File: config.mk
export PLATFORM = sky130hd
export DESIGN_NAME = axis_stream_scoreboard
export DESIGN_NICKNAME = d
export VERILOG_FILES = /design/src/rtl/axis_stream_scoreboard.sv
export SDC_FILE = /design/constraint.sdc
export NUM_CORES = 1
export LEC_CHECK = 0
export BUFFER_PORTS_ARGS = -buffer_cell sky130_fd_sc_hd__buf_2
export CAP_MARGIN = 10
export CORE_UTILIZATION = 50
export DETAILED_ROUTE_END_ITERATION = 7
export PLACE_DENSITY = 0.69
export SLEW_MARGIN = 30
export SYNTH_ARGS = -nofsm -noshare
export SYNTH_HDL_FRONTEND = slang
export SYNTH_SLANG_ARGS = --single-unit
File: constraint.sdc
create_clock -name clk -period 6.8 [get_ports clk]
set_clock_uncertainty 0.2 [all_clocks]
set_input_delay 0 -clock clk [delete_from_list [all_inputs] [get_ports clk]]
set_output_delay 0 -clock clk [all_outputs]
set_load 0.005 [all_outputs]
File: src/rtl/axis_stream_scoreboard.sv
// Purpose: passive AXI-stream outbound checker; buffers expected beats and compares each accepted ob_* beat.
// Latency: a beat pops and compares in its own cycle; err_pulse/err_cnt/beat_cnt update one cycle later.
// Backpressure: never stalls ob_*; exp_tready = !full, registered from occupancy (no push-through on full pop).
// Ports: clk/rst; exp_* expected-beat input stream; ob_* monitored port (tvalid&tready = beat);
//        err_pulse {last,strb,user,data}, saturating err_cnt/beat_cnt, sticky underflow/wdog_expired, idle.
module axis_stream_scoreboard #(
  parameter int DWIDTH     = 64,
  parameter int SWIDTH     = DWIDTH / 8,
  parameter int UWIDTH     = 8,
  parameter int IDWIDTH    = 4,
  parameter int EXP_DEPTH  = 16,
  parameter int WDOG_LIMIT = 10000,
  parameter int CNT_WIDTH  = 16,
  parameter int CHECK_TID  = 0
) (
  input  logic                 clk,
  input  logic                 rst,
  input  logic                 exp_tvalid,
  output logic                 exp_tready,
  input  logic [DWIDTH-1:0]    exp_tdata,
  input  logic [UWIDTH-1:0]    exp_tuser,
  input  logic [SWIDTH-1:0]    exp_tstrb,
  input  logic [IDWIDTH-1:0]   exp_tid,
  input  logic                 ob_tvalid,
  input  logic                 ob_tready,
  input  logic [DWIDTH-1:0]    ob_tdata,
  input  logic [UWIDTH-1:0]    ob_tuser,
  input  logic [SWIDTH-1:0]    ob_tstrb,
  input  logic [IDWIDTH-1:0]   ob_tid,
  input  logic                 ob_tlast,
  output logic [3:0]           err_pulse,
  output logic [CNT_WIDTH-1:0] err_cnt,
  output logic [CNT_WIDTH-1:0] beat_cnt,
  output logic                 underflow,
  output logic                 wdog_expired,
  output logic                 idle
);

  localparam int AW  = $clog2(EXP_DEPTH);
  localparam int WDW = $clog2(WDOG_LIMIT + 1);

  typedef struct packed {
    logic [IDWIDTH-1:0] id;
    logic [SWIDTH-1:0]  strb;
    logic [UWIDTH-1:0]  user;
    logic [DWIDTH-1:0]  data;
  } beat_t;

  typedef enum logic [1:0] {S_IDLE, S_CQE, S_STATS, S_DATA} frame_state_t;

  beat_t          mem [EXP_DEPTH];
  logic [AW-1:0]  wr_ptr, rd_ptr;
  logic [AW:0]    count_q, count_d;
  logic           rdy_q;
  logic           empty, push, ob_beat, pop;
  beat_t          head;

  frame_state_t   state_q, state_d, eff_state;
  logic           sot, eot, exp_last;
  logic [3:0]     flags;

  logic           pend_q;
  logic [WDW-1:0] wd_cnt;

  assign empty      = (count_q == '0);
  assign push       = exp_tvalid & rdy_q;
  assign ob_beat    = ob_tvalid & ob_tready;
  assign pop        = ob_beat & ~empty;
  assign head       = mem[rd_ptr];
  assign exp_tready = rdy_q;
  assign idle       = empty & ~pend_q;

  always_comb begin
    count_d = count_q;
    case ({push, pop})
      2'b10:   count_d = count_q + 1'b1;
      2'b01:   count_d = count_q - 1'b1;
      default: count_d = count_q;
    endcase
  end

  // Storage is not reset; occupancy and pointers alone define validity.
  always_ff @(posedge clk) begin
    if (push) mem[wr_ptr] <= '{id: exp_tid, strb: exp_tstrb, user: exp_tuser, data: exp_tdata};
  end

  always_ff @(posedge clk) begin
    if (rst) begin
      wr_ptr  <= '0;
      rd_ptr  <= '0;
      count_q <= '0;
      rdy_q   <= 1'b1;
    end else begin
      if (push) wr_ptr <= wr_ptr + 1'b1;
      if (pop)  rd_ptr <= rd_ptr + 1'b1;
      count_q <= count_d;
      rdy_q   <= (count_d != (AW + 1)'(EXP_DEPTH));
    end
  end

  // Frame tracking. An SoT picks the frame type for its own beat, so the
  // tlast/stats-mask decisions use eff_state rather than the registered state.
  assign sot = (head.user == UWIDTH'(1));
  assign eot = (head.user == UWIDTH'(2));

  always_comb begin
    eff_state = state_q;
    if (sot) begin
      if (head.data[7:0] == 8'h09)      eff_state = S_CQE;
      else if (head.data[7:0] == 8'h08) eff_state = S_STATS;
      else                              eff_state = S_DATA;
    end
    state_d = state_q;
    if (pop) begin
      state_d = eff_state;
      if (eot) state_d = S_IDLE;
    end
  end

  always_ff @(posedge clk) begin
    if (rst) state_q <= S_IDLE;
    else     state_q <= state_d;
  end

  assign exp_last = eot & (eff_state == S_CQE);

  always_comb begin
    flags    = '0;
    flags[0] = (ob_tdata != head.data) & ~(eot & (eff_state == S_STATS));
    flags[1] = (ob_tuser != head.user) | ((CHECK_TID != 0) & (ob_tid != head.id));
    flags[2] = (ob_tstrb != head.strb);
    flags[3] = (ob_tlast != exp_last);
  end

  always_ff @(posedge clk) begin
    if (rst) begin
      err_pulse <= '0;
      err_cnt   <= '0;
      beat_cnt  <= '0;
      underflow <= 1'b0;
      pend_q    <= 1'b0;
    end else begin
      pend_q    <= ob_beat;
      err_pulse <= pop ? flags : 4'b0000;
      if (ob_beat & empty) underflow <= 1'b1;
      if (((pop & (|flags)) | (ob_beat & empty)) && (err_cnt != '1))
        err_cnt <= err_cnt + 1'b1;
      if (pop && (beat_cnt != '1))
        beat_cnt <= beat_cnt + 1'b1;
    end
  end

  // Watchdog: counts stalled cycles while expected beats are waiting.
  always_ff @(posedge clk) begin
    if (rst) begin
      wd_cnt       <= '0;
      wdog_expired <= 1'b0;
    end else if (empty || ob_beat) begin
      wd_cnt <= '0;
    end else begin
      if (wd_cnt != WDW'(WDOG_LIMIT)) wd_cnt <= wd_cnt + 1'b1;
      if (wd_cnt >= WDW'(WDOG_LIMIT - 1)) wdog_expired <= 1'b1;
    end
  end

endmodule

==> results.sh <==
export IMPL_worst_r2r_endpoint="err_cnt[0]"
export IMPL_hpwlAfterDp_mm=74.7
export IMPL_final_routed_wirelength_across_all_metal_layers_mm=132
export IMPL_post_route_period_util_pct=83.9
export IMPL_num_rows=119
export IMPL_antenna_found_initial=15
export IMPL_fill_cells=7492
export IMPL_grt_util_all_layers_pct=24.6
export IMPL_reg2reg_setup_slack_ns=1.09
export IMPL_slew_viol_final=0
export IMPL_tritoncts="yes"
export IMPL_crit_path_end_kind="flip-flop"
export IMPL_core_area_um2=106000
export IMPL_cp_required_ns=7.20
export IMPL_layout_cells_most_common="edfxtp_1"
export IMPL_drt_iter0_markers=3280
export IMPL_design_area_um2=62600
export IMPL_crit_arrival_ns=6.11
export IMPL_power_density_nw_per_um2=291
export IMPL_fin_nets=3286
export IMPL_placed_area_um2=56600
export IMPL_critical_path_slowest_cell="dfxtp_4"
export IMPL_setup_tns_final_ns=0
export IMPL_areaGrowthSynthToFinish_pct=16.7
export IMPL_cp_slowest_stage_delay_ns=0.92
export IMPL_seq_area_um2=39900
export IMPL_drt_pass1_iterations=6
export IMPL_r2r_worst_path_cells=13
export IMPL_synth_edf_count=1280
export IMPL_synth_yosys_seq_area_share_pct=74.4
export IMPL_fraction_of_registers_with_async_set_reset_pct=0
export IMPL_clock_path_buffers=3
export IMPL_first_global_vias=28500
export IMPL_number_of_warnings_printed_during_yosys_synthesis=0
export IMPL_worst_hold_margin_ns=0.0345
export IMPL_timing_max_slew_rel_slack_pct=31.9
export IMPL_drc_errors=0
export IMPL_design_die_area_um2=109000
export IMPL_yosys_cell_types_count=69
export IMPL_synthesis_instances=2646
export IMPL_grt_pass1_wl_mm=190
export IMPL_multi_input_logic_area_um2=13200
export IMPL_p_leak_nw=20.1
export IMPL_clock_sink_count=1353
export IMPL_synth_flop_cell="edfxtp_1"
export IMPL_rsz_0062_raised_after_global_routing="no"
export IMPL_fmaxAchievable_mhz=175
export IMPL_synth_avg_cell_area_um2=20.3
export IMPL_setup_viol=0
export IMPL_clock_tree_root_cell="clkbuf_16"
export IMPL_ios=214
export IMPL_mappedNetlistNets=2834
export IMPL_drive_above_1_share_pct=25.0
export IMPL_postRouteAntennaNets=0
export IMPL_io_buffer_count=205
export IMPL_cts_max_level=4
export IMPL_globalplace_congestion=0.817
export IMPL_post_drt_wl_per_cell_um=28.7
export IMPL_grt_start_max_net_pins=75
export IMPL_die_h_um=330
export IMPL_crit_chain="buf_4 > mux4_2 > mux2i_1 > mux2i_1 > xnor2_1 > nand4_1 > nor4b_1 > dlygate4sd3_1 > nand4_1 > a21oi_2 > buf_4 > nor2_2 > mux2_4"
export IMPL_worstSetupPathType="reg -> reg"
export IMPL_maxCapViolCount=0
export IMPL_run_status="finished clean"
export IMPL_irDropWorstVdd_uv=281
export IMPL_cts_clk_slew_worst_paths_ns=0.06
export IMPL_hold_path_class="in -> reg"
export IMPL_synth_ff_latch_count=1353
export IMPL_via_count=27800
export IMPL_worst_setup_path_start_kind="flip-flop"
export IMPL_clock_period_minus_worst_slack_ns=5.71
export IMPL_max_slew_worst_pin_slew_ns=1.02
export IMPL_finalPower_mw=18.2
export IMPL_syn_area_um2=53600
export IMPL_clkLatencyLatePin_ns=0.76
export IMPL_cp_endpoint="err_cnt[0]"
export IMPL_die_width_um=330
export IMPL_report_final_hold_viol_count=0
export IMPL_routed_via_density=6.04
export IMPL_globalRouteOverflowTotal=0
export IMPL_cts_inserted_buffers=137
export IMPL_layout_cells_most_common_list="edfxtp_1 (1280), mux4_2 (287), buf_2 (204)"
export IMPL_floorplan_initialDensity_pct=50.7
export IMPL_post_cts_resize_count=0
export IMPL_worstPathMaxFanout=38
## cell type report
class                   count  area share [%]
flip-flops and latches   1353            63.8
multi-input cells        1161            21.1
clock buffers             174            5.85
repair buffers            430            5.35
well taps                1391            2.78
clock inverters            72            1.07
inverters                  15          0.0900
diodes                      7          0.0280
## metal layers
layer / routed length [um] / vias to the layer above / share of wire [%] / global-route usage [%]
met5: 91 / - / 0.069 / 0
met4: 3570 / 14 / 2.7 / 7.45
met3: 11600 / 224 / 8.8 / 5.59
met2: 63700 / 1245 / 48 / 39.6
met1: 53000 / 14600 / 40 / 33.7
li1: - / 11800 / - / -
## cells by family after synthesis
logic type      synth area share [%]
mux                             15.8
flops                           74.4
xor+xnor                        2.96
buf+inv                         1.34
simple gates                    3.07
fa+ha+maj                      0.341
compound gates                  2.07
## worst min-delay path by stage
stage / from / end / slack (ns) / cells past startpoint
2_1_floorplan: exp_tdata[0] / mem[0][0] / -0.10 / 0
3_3_place_gp: ob_tlast / err_pulse[3] / 0.12 / 3
3_5_place_dp: ob_tlast / err_pulse[3] / 0.13 / 3
4_1_cts: exp_tuser[7] / mem[5][71] / 0.001 / 2
5_1_grt: exp_tdata[2] / mem[13][2] / 0.02 / 2
6_report: exp_tdata[26] / mem[4][26] / 0.03 / 2
## registers in the layout (all words and copies together), names as in the netlist, named ones only
signal / count
exp_tready: 1
wd_cnt: 14
err_pulse: 4
err_cnt: 16
wr_ptr: 4
rd_ptr: 4
mem: 1280
state_q: 2
wdog_expired: 1
beat_cnt: 16
underflow: 1
count_q: 5
pend_q: 1
## stage by stage
step	worst slack [ns]	utilization (%)	std cells
floorplan	1.85	-	2646
global placement	1.35	53.4	4188
detailed placement	1.27	53.5	4190
CTS	1.11	59.1	4594
global route	0.857	59.1	4596
finish	1.09	59.1	4603
## worst max-delay path: cells and delay by family (launching register included)
family / cells / cell delay (ns)
multiplexers: 4 / 1.49
buffers and inverters: 3 / 1.40
AND/OR/NAND/NOR: 4 / 0.99
flip-flops: 1 / 0.92
XOR/XNOR: 1 / 0.26
AO/OA/AOI/OAI: 1 / 0.25
## what timing repair did
| action | in CTS | in global routing |
|---|---|---|
| setup buffers | 0 | 0 |
| hold endpoints to repair | 1353 | 0 |
| hold buffers | 158 | 0 |
| endpoints found under the setup margin | 0 | 0 |
## where the power goes
part           total (mW)  internal [mW]  switching (mW)
clock                7.29           4.18            3.11
combinational        1.61          0.698           0.909
sequential           9.29           9.24          0.0520
## synth_stat cells (14+ instances only)
library cell	instances	share of area, %
a21oi_1	38	0.35
a22oi_1	32	0.45
and3_1	15	0.17
buf_2	51	0.48
buf_4	18	0.25
clkbuf_1	25	0.17
dfxtp_1	73	2.7
edfxtp_1	1280	72
mux2_2	20	0.42
mux2i_1	175	3.3
mux4_2	287	12
nand2_1	54	0.38
nand3_1	27	0.25
nand4_1	31	0.36
nor2_1	90	0.63
nor3_1	14	0.13
nor4_1	17	0.20
o21ai_0	17	0.16
xnor2_1	101	1.6
xor2_1	80	1.3
No activity file was read; power rests on OpenSTA's default activity.
